### src/rtl/uart_pkg.sv
// Shared types and constants for the UART transmit arbiter.
package uart_pkg;

    localparam int unsigned LCR_W      = 5;
    localparam int unsigned DEF_DATA_W = 8;

    typedef enum logic [1:0] {
        IDLE  = 2'd0,
        START = 2'd1,
        BUSY  = 2'd2,
        GAP   = 2'd3
    } arb_state_t;

endpackage

### src/rtl/uart_tx_arbiter_rr_picker.sv
// Combinational round-robin selector: first pending requester after last_grant, wrapping.
module rr_picker #(
    parameter  int unsigned NUM_REQ = 4,
    localparam int unsigned IDX_W   = $clog2(NUM_REQ)
) (
    input  logic [NUM_REQ-1:0] req,
    input  logic [IDX_W-1:0]   last_grant,
    output logic [IDX_W-1:0]   winner,
    output logic               any_req
);

    logic [IDX_W-1:0] idx;

    always_comb begin
        winner  = last_grant;
        any_req = 1'b0;
        idx     = '0;
        for (int unsigned i = 1; i <= NUM_REQ; i++) begin
            idx = IDX_W'((32'(last_grant) + i) % NUM_REQ);
            if (!any_req && req[idx]) begin
                winner  = idx;
                any_req = 1'b1;
            end
        end
    end

endmodule

### src/rtl/uart_tx_arbiter.sv
// Round-robin arbiter sharing one UART transmitter among NUM_REQ byte producers.
// Optional BUSY watchdog enabled by defining UART_ARB_TIMEOUT_EN.
module uart_tx_arbiter
    import uart_pkg::*;
#(
    parameter  int unsigned NUM_REQ        = 4,
    parameter  int unsigned DATA_W         = DEF_DATA_W,
    parameter  int unsigned GAP_CYCLES     = 0,
    parameter  int unsigned TIMEOUT_CYCLES = 65535,
    localparam int unsigned IDX_W          = $clog2(NUM_REQ)
) (
    input  logic                      clk,
    input  logic                      rst,
    input  logic [NUM_REQ-1:0]        req,
    input  logic [NUM_REQ*DATA_W-1:0] req_data,
    input  logic [NUM_REQ*LCR_W-1:0]  req_lcr,
    output logic [NUM_REQ-1:0]        ack,
    output logic [DATA_W-1:0]         tx_data,
    output logic [LCR_W-1:0]          tx_lcr,
    output logic                      tx_start,
    input  logic                      tx_active,
    input  logic                      tx_done,
    output logic [IDX_W-1:0]          grant_id,
    output logic                      busy,
    output logic                      timeout_flag
);

    localparam int unsigned CNT_W = 16;

    arb_state_t         state, state_next;
    logic [CNT_W-1:0]   cnt, cnt_next;
    logic [IDX_W-1:0]   last_grant, last_next, grant_next;
    logic [IDX_W-1:0]   winner;
    logic               any_req;
    logic [DATA_W-1:0]  data_next;
    logic [LCR_W-1:0]   lcr_next;
    logic [NUM_REQ-1:0] ack_next;
    logic               start_next;
    logic               tout_next;

    // Transmitter busy flag is informational only.
    logic unused_tx_active;
    assign unused_tx_active = tx_active;

    rr_picker #(.NUM_REQ(NUM_REQ)) u_picker (
        .req        (req),
        .last_grant (last_grant),
        .winner     (winner),
        .any_req    (any_req)
    );

    always_ff @(posedge clk or negedge rst) begin
        if (!rst) begin
            state        <= IDLE;
            cnt          <= '0;
            last_grant   <= IDX_W'(NUM_REQ - 1);
            grant_id     <= '0;
            tx_data      <= '0;
            tx_lcr       <= '0;
            ack          <= '0;
            tx_start     <= 1'b0;
            busy         <= 1'b0;
            timeout_flag <= 1'b0;
        end else begin
            state        <= state_next;
            cnt          <= cnt_next;
            last_grant   <= last_next;
            grant_id     <= grant_next;
            tx_data      <= data_next;
            tx_lcr       <= lcr_next;
            ack          <= ack_next;
            tx_start     <= start_next;
            busy         <= (state_next != IDLE);
            timeout_flag <= tout_next;
        end
    end

    // Next state plus next values of the registered outputs.
    always_comb begin
        state_next = state;
        cnt_next   = cnt;
        last_next  = last_grant;
        grant_next = grant_id;
        data_next  = tx_data;
        lcr_next   = tx_lcr;
        ack_next   = '0;
        start_next = 1'b0;
        tout_next  = 1'b0;
        case (state)
            IDLE: begin
                if (any_req) begin
                    state_next = START;
                    last_next  = winner;
                    grant_next = winner;
                    data_next  = req_data[32'(winner) * DATA_W +: DATA_W];
                    lcr_next   = req_lcr[32'(winner) * LCR_W +: LCR_W];
                    ack_next   = NUM_REQ'(1) << winner;
                    start_next = 1'b1;
                end
            end
            START: begin
                state_next = BUSY;
                cnt_next   = '0;
            end
            BUSY: begin
                if (tx_done) begin
                    state_next = (GAP_CYCLES != 0) ? GAP : IDLE;
                    cnt_next   = '0;
                end
`ifdef UART_ARB_TIMEOUT_EN
                else if (cnt == CNT_W'(TIMEOUT_CYCLES - 1)) begin
                    state_next = (GAP_CYCLES != 0) ? GAP : IDLE;
                    cnt_next   = '0;
                    tout_next  = 1'b1;
                end else begin
                    cnt_next = cnt + 1'b1;
                end
`endif
            end
            GAP: begin
                if (cnt == CNT_W'(GAP_CYCLES - 1)) begin
                    state_next = IDLE;
                end else begin
                    cnt_next = cnt + 1'b1;
                end
            end
            default: state_next = IDLE;
        endcase
    end

endmodule

### config.mk
export PLATFORM = sky130hd
export DESIGN_NAME = uart_tx_arbiter
export DESIGN_NICKNAME = d
export VERILOG_FILES = /design/src/rtl/uart_pkg.sv /design/src/rtl/uart_tx_arbiter_rr_picker.sv /design/src/rtl/uart_tx_arbiter.sv
export SDC_FILE = /design/constraint.sdc
export NUM_CORES = 1
export LEC_CHECK = 0
export ABC_AREA = 0
export CAP_MARGIN = 20
export CORE_MARGIN = 1
export CORE_UTILIZATION = 40
export DETAILED_ROUTE_END_ITERATION = 6
export HOLD_SLACK_MARGIN = 0.06
export PLACE_DENSITY = 0.73
export SLEW_MARGIN = 10
export SYNTH_ARGS = -nofsm -noshare
export SYNTH_HDL_FRONTEND = slang
export SYNTH_SLANG_ARGS = --single-unit
### constraint.sdc
create_clock -name clk -period 2.2 [get_ports clk]
set_clock_uncertainty 0.2 [all_clocks]
set_input_delay 0.55 -clock clk [delete_from_list [all_inputs] [get_ports clk]]
set_output_delay 0.55 -clock clk [all_outputs]
set_load 0.01 [all_outputs]
==> reports/qor.txt, run 1 <==
Starting Density: 0.4279
Crit. Startpoint: req[2]
Worst Path Class, Setup: in2reg
max-slew violations: 0
switching power: 0.001269 W
number of vias per cell: 5.235
Worst path max stage delay: 0.46 ns
TritonCTS Buffers: 5
Worst R2R Start: cnt[0]
top cell type's share of synthesized area: 0.4355
row count: 26
VDD IR max: 594.4 µV
Mapped Nets: 284
power per standard cell area: 1059 mW/mm²
Core Util, Final: 0.6376
critical path peak fanout: 14
IO Count: 82
type of origin of the critical path: primary input
routability congestion estimate: 0.8084
DRC violations left: 0
initial antenna violation count: 0
R2R setup slack: 0.19 ns
via count: 2,005
Slew @ Worst Pin: 0.5265 ns
Worst EP required: 2.20 ns
global-route wire length before repair: 9.542 mm
RSZ-0062 raised after global routing: no
Die X-Extent: 76.85 µm
Cell variety after synth: 42
CTS tree: done
Worst setup EP type: flop
clk slew on worst S/H paths: 0.07 ns
CTS Sinks: 41
gr ovfl total: 0
clock power share: 0.176
Fillers: 467
Leak Pwr: 1.500 nW
core region area: 0.005238 mm²
synthesis-to-finish area growth: 49.02%
wirelength, routed: 5.600 mm
vias in the first global route: 2,039
Post-synth EDFFs: 0
setup violators final: 0
top cells by count, synth: 39 x dfrtp_1, 29 x mux2i_1, 25 x nand2_1
Tot Pwr: 0.003537 W
register area: 0.001028 mm²
minimum clock period: 2.142 ns
Final Hold Violating Endpoints: 0
post-route ant nets: 0
H-tree depth: 2
Worst R2R End: cnt[10]
port bufs: 79
DPL Wire Length: 4.153 mm
Relative slew margins: 0.6490
largest cells by area after synthesis: dfrtp_1 44%, mux2i_1 13%, o221ai_1 5.1%
Comb pwr share: 0.484
CP Buf/Inv Count: 2
post-synthesis instance area: 0.002241 mm²
Yosys top cell by area: dfrtp_1
Hold Crit Class: in2async
Worst path slowest cell: clkdlybuf4s50_1
GRT Util Overall: 0.2039
CP top delay family: buffers and inverters
fmax: 466.8 MHz
wire per inst: 14.62 µm
crit path cell chain: clkdlybuf4s50_1, or2_2, a21oi_1, a211o_1, nand2_1, buf_12, o221ai_1
max_cap viols: 0
most frequent cell after synthesis: dfrtp_1
Critical Path AT: 2.14 ns
Synth Instances: 223
Die Y: 76.85 µm
Clock Tree Buf Depth: 2
Root Buffer: clkbuf_8
synthesis-stage register bit count: 41
critical path depth: 7
largest net degree at the start of global routing: 42
1st-iter DRT viols: 140
first-pass iteration count of the detailed router: 5
P_int: 0.002268 W
clk_lat worst skew: 0.29 ns
post-synthesis sequential area ratio: 0.4590
sequential share of power: 0.339
Post-synth top flop: dfrtp_1
status: complete, no violations
# nets final: 373
# diodes: 0
FF-to-FF path depth: 6
final worst path period share: 0.9737
Mapped Avg Cell Area: 10.05 µm²
Post-CTS Setup Repair Bufs: 0
full die area: 0.005906 mm²
area of the multi-input gates: 0.001147 mm²
ys async rst share: 1.000
share of post-route cells with drive strength above 1: 0.1182
Sw Share: 0.3587
synth warn: 0
-- power groups by stage --
stage,sequential (W),clock [W],combinational [W]
finish,0.00120,0.000624,0.00171
detailed placement,0.00120,0,0.00168
floorplan,0.00121,0,0.000855
global placement,0.00118,0,0.00165
CTS,0.00119,0.000639,0.00168
global route,0.00123,0.000667,0.00187
-- layout make-up --
cell class,count,share of cell area
Clock buffer,7,0.02585
Clock inverter,1,0.008992
Inverter,8,0.008992
Multi-Input combinational cell,162,0.3436
Sequential cell,41,0.3080
Tap cell,70,0.02623
Timing Repair Buffer,94,0.2784
-- stage by stage --
step,setup TNS [ns],setup slack (ns),area [µm²],cells,hold WS [ns]
2_1_floorplan,0,0.2323,2241,223,0.05441
3_3_place_gp,-4.147,-0.2544,3189,375,0.2727
3_5_place_dp,-5.555,-0.3457,3189,375,0.2809
4_1_cts,0,0.05861,3311,383,0.1323
5_1_grt,0,0.004923,3339,383,0.1445
6_report,0,0.05788,3339,383,0.1134
-- cells in the final DEF (no fill, tap or decap), drive strengths merged, types with 4 or more instances in the layout --
master         synthesis  final
clkbuf                 3      7
xor2                   7      7
nand2                 25     25
mux2i                 29     29
o21ai                 11     11
dfrtp                 39     39
and4                   4      4
xnor2                  4      4
and3                   6      6
buf                    9     16
clkdlybuf4s50          0     77
o221ai                13     13
a21oi                  7      7
inv                    8      8
nand4                  5      5
nor2                  21     21
-- registers in the layout, indices dropped and copies added (netlist names) --
| signal | flops |
|---|---|
| tx_lcr | 5 |
| last_grant | 2 |
| tx_start | 1 |
| ack | 4 |
| busy | 1 |
| state | 2 |
| cnt | 16 |
| grant_id | 2 |
| tx_data | 8 |
-- kinds of logic (layout without fill, tap and decap cells) --
group	Yosys count	in the layout	share of synthesized area
simple gates	79	79	0.1843
compound gates	41	41	0.1323
flops	41	41	0.4590
mux	29	29	0.1295
buf+inv	20	110	0.04467
xor+xnor	11	11	0.04299
fa+ha+maj	1	1	0.005583
other cells	1	1	0.001673
-- worst max-delay path by stage --
| stage | endpoint | slack [ns] |
|---|---|---|
| floorplan | tx_data[2] | 0.23 |
| finish | tx_lcr[2] | 0.06 |
| global placement | tx_lcr[4] | -0.25 |
| CTS | tx_data[0] | 0.06 |
| global route | tx_lcr[3] | 0.005 |
| detailed placement | tx_data[0] | -0.35 |
-- per-layer routing --
| layer | vias to the layer above | share of wire | global-route usage |
|---|---|---|---|
| met1 | 943 | 0.43 | 0.2423 |
| met4 | 0 | 0.012 | 0.06923 |
| met2 | 72 | 0.48 | 0.3429 |
| met5 | - | 0 | 0 |
| met3 | 5 | 0.082 | 0.06786 |
| li1 | 985 | - | - |
-- what timing repair did --
| action | 4_1_cts | 5_1_grt |
|---|---|---|
| pin swaps | 0 | 1 |
| setup endpoints to repair | 4 | 15 |
| hold buffers | 0 | 0 |
| resized for setup | 1 | 8 |
No activity file was read; power rests on OpenSTA's default activity.
==> run 2, diff against run 1 <==
CTS_BUF_LIST = sky130_fd_sc_hd__clkbuf_4 sky130_fd_sc_hd__clkbuf_8   (was not set)
==> run 2 against run 1 <==
Net effect:
- clock-buffer cell count unchanged
- final cell count did not move
- first-iteration DRC count grew 0.71%
- design area up 0.11%
- non-clock buffer count is the same
- via count hardly changed
- hold slack lost 0.0037 ns
- maximum frequency down 0.17%
- global-route usage grew 0.082 points
- die area did not move
- setup slack got worse by 0.0037 ns
==> reports/qor.txt, run 2 (synthesis gave the netlist of run 1 again) <==
minimum clock period: 2.146 ns
wirelength, routed: 5.622 mm
global-route wire length before repair: 9.577 mm
Worst path max stage delay: 0.47 ns
CTS tree: done
clock power share: 0.180
most frequent cells in the layout: 77 x clkdlybuf4s50_1, 39 x dfrtp_1, 28 x mux2i_1
post-route ant nets: 0
Worst setup EP type: flop
port bufs: 79
Hold Crit Class: in2async
Final Hold Violating Endpoints: 0
commonest non-fill, non-tap cell in the layout: clkdlybuf4s50_1
IO Count: 82
max_cap viols: 0
H-tree depth: 2
clk slew on worst S/H paths: 0.07 ns
number of vias per cell: 5.230
Core Util, Final: 0.6383
Sw Share: 0.3577
Final Instance Count excl. Fillers: 383
Biggest register: cnt
Slew @ Worst Pin: 0.5205 ns
CTS Sinks: 41
DPL Wire Length: 4.153 mm
power per standard cell area: 1062 mW/mm²
TritonCTS Buffers: 5
full die area: 0.005906 mm²
top flop regs: cnt: 16 flops, tx_data: 8 flops, tx_lcr: 5 flops
Worst path slowest cell: clkdlybuf4s50_1
Critical Path AT: 2.15 ns
GRT Util Overall: 0.2047
Die Y: 76.85 µm
sequential share of power: 0.338
RSZ-0062 raised after global routing: no
Leak Pwr: 1.503 nW
# diodes: 0
# nets final: 373
Post-Place Cells: 375
crit path cell chain: clkdlybuf4s50_1, or2_2, a21oi_1, a211o_1, nand2_1, buf_12, o221ai_1
routability congestion estimate: 0.8084
Post-CTS Setup Repair Bufs: 0
type of origin of the critical path: primary input
share of post-route cells with drive strength above 1: 0.1214
largest net degree at the start of global routing: 42
status: complete, no violations
fmax: 466.0 MHz
Worst EP required: 2.20 ns
gr ovfl total: 0
max FFs per register: 16
Relative slew margins: 0.6530
switching power: 0.001270 W
DRC violations left: 0
synthesis-to-finish area growth: 49.19%
Clock Tree Buf Depth: 2
core region area: 0.005238 mm²
via count: 2,003
wire per inst: 14.68 µm
initial antenna violation count: 0
row count: 26
P_int: 0.002280 W
clk_lat worst skew: 0.29 ns
vias in the first global route: 2,042
critical path peak fanout: 14
Die X-Extent: 76.85 µm
max-slew violations: 0
Tot Pwr: 0.003550 W
Root Buffer: clkbuf_8
Worst Path Class, Setup: in2reg
Starting Density: 0.4279
final worst path period share: 0.9754
setup violators final: 0
FF-to-FF path depth: 6
first-pass iteration count of the detailed router: 4
VDD IR max: 593.5 µV
Comb pwr share: 0.482
1st-iter DRT viols: 141
[run 2: cell counts in the layout (fill, tap and decap cells not counted)]
No cell type changed its count.
[run 2: critical path, delay by kind of cell]
| kind | cells | cell delay [ns] |
|---|---|---|
| buf+inv | 2 | 0.63 |
| compound gates | 3 | 0.55 |
| simple gates | 2 | 0.41 |
[run 2: cell type report]
class,instances,area [µm²]
clock buffers,7,90.09
multi-input cells,162,1147
repair buffers,94,929.6
well taps,70,87.58
inverters,8,30.03
clock inverters,1,30.03
fillers,469,1894
flip-flops and latches,41,1028
[run 2: power by group through the flow]
stage / logic, W / registers [W] / clock network (W)
floorplan: 0.000855 / 0.00121 / 0
global placement: 0.00165 / 0.00118 / 0
detailed placement: 0.00168 / 0.00120 / 0
CTS: 0.00169 / 0.00119 / 0.000651
global route: 0.00187 / 0.00123 / 0.000682
finish: 0.00171 / 0.00120 / 0.000640
[run 2: worst paths after layout]
| path | start | slack (ns) | end |
|---|---|---|---|
| worst max register to register | cnt[0] | 0.19 | cnt[10] |
| worst min register to register | grant_id[1] | 0.30 | grant_id[1] |
| worst min-delay path | rst | 0.11 | cnt[4] |
| min in group clk | grant_id[1] | 0.30 | grant_id[1] |
| worst max-delay path | req[2] | 0.05 | tx_lcr[2] |
| max in group asynchronous | rst | 1.31 | last_grant[1] |
[run 2: timing repair]
item / 4_1_cts / 5_1_grt
hold buffers: 0 / 0
setup endpoints to repair: 4 / 15
gates resized for setup: 1 / 8
pin swaps: 0 / 1
[run 2: through the flow]
step                      instance area (µm²)  hold slack (ns)  setup WS, ns  TNS (ns)
after floorplan                          2241          0.05441        0.2323         0
after global placement                   3189           0.2727       -0.2544    -4.147
after detailed placement                 3189           0.2809       -0.3457    -5.555
after CTS                                3314           0.1299       0.05916         0
after global routing                     3343           0.1426      0.004923         0
final                                    3343           0.1097       0.05414         0
[run 2: per-layer routing]
metal | global-route usage | routed length [µm] | vias to the layer above
li1 | - | - | 985
met1 | 0.2432 | 2400 | 944
met2 | 0.3446 | 2705 | 69
met3 | 0.06786 | 450 | 5
met4 | 0.06923 | 65 | 0
met5 | 0 | 0 | -
==> run 3, diff against run 2 <==
CTS_CLUSTER_SIZE = 16   (was not set)
==> results of run 3 <==
The final DEF is identical to that of run 2; final timing and power are the same.
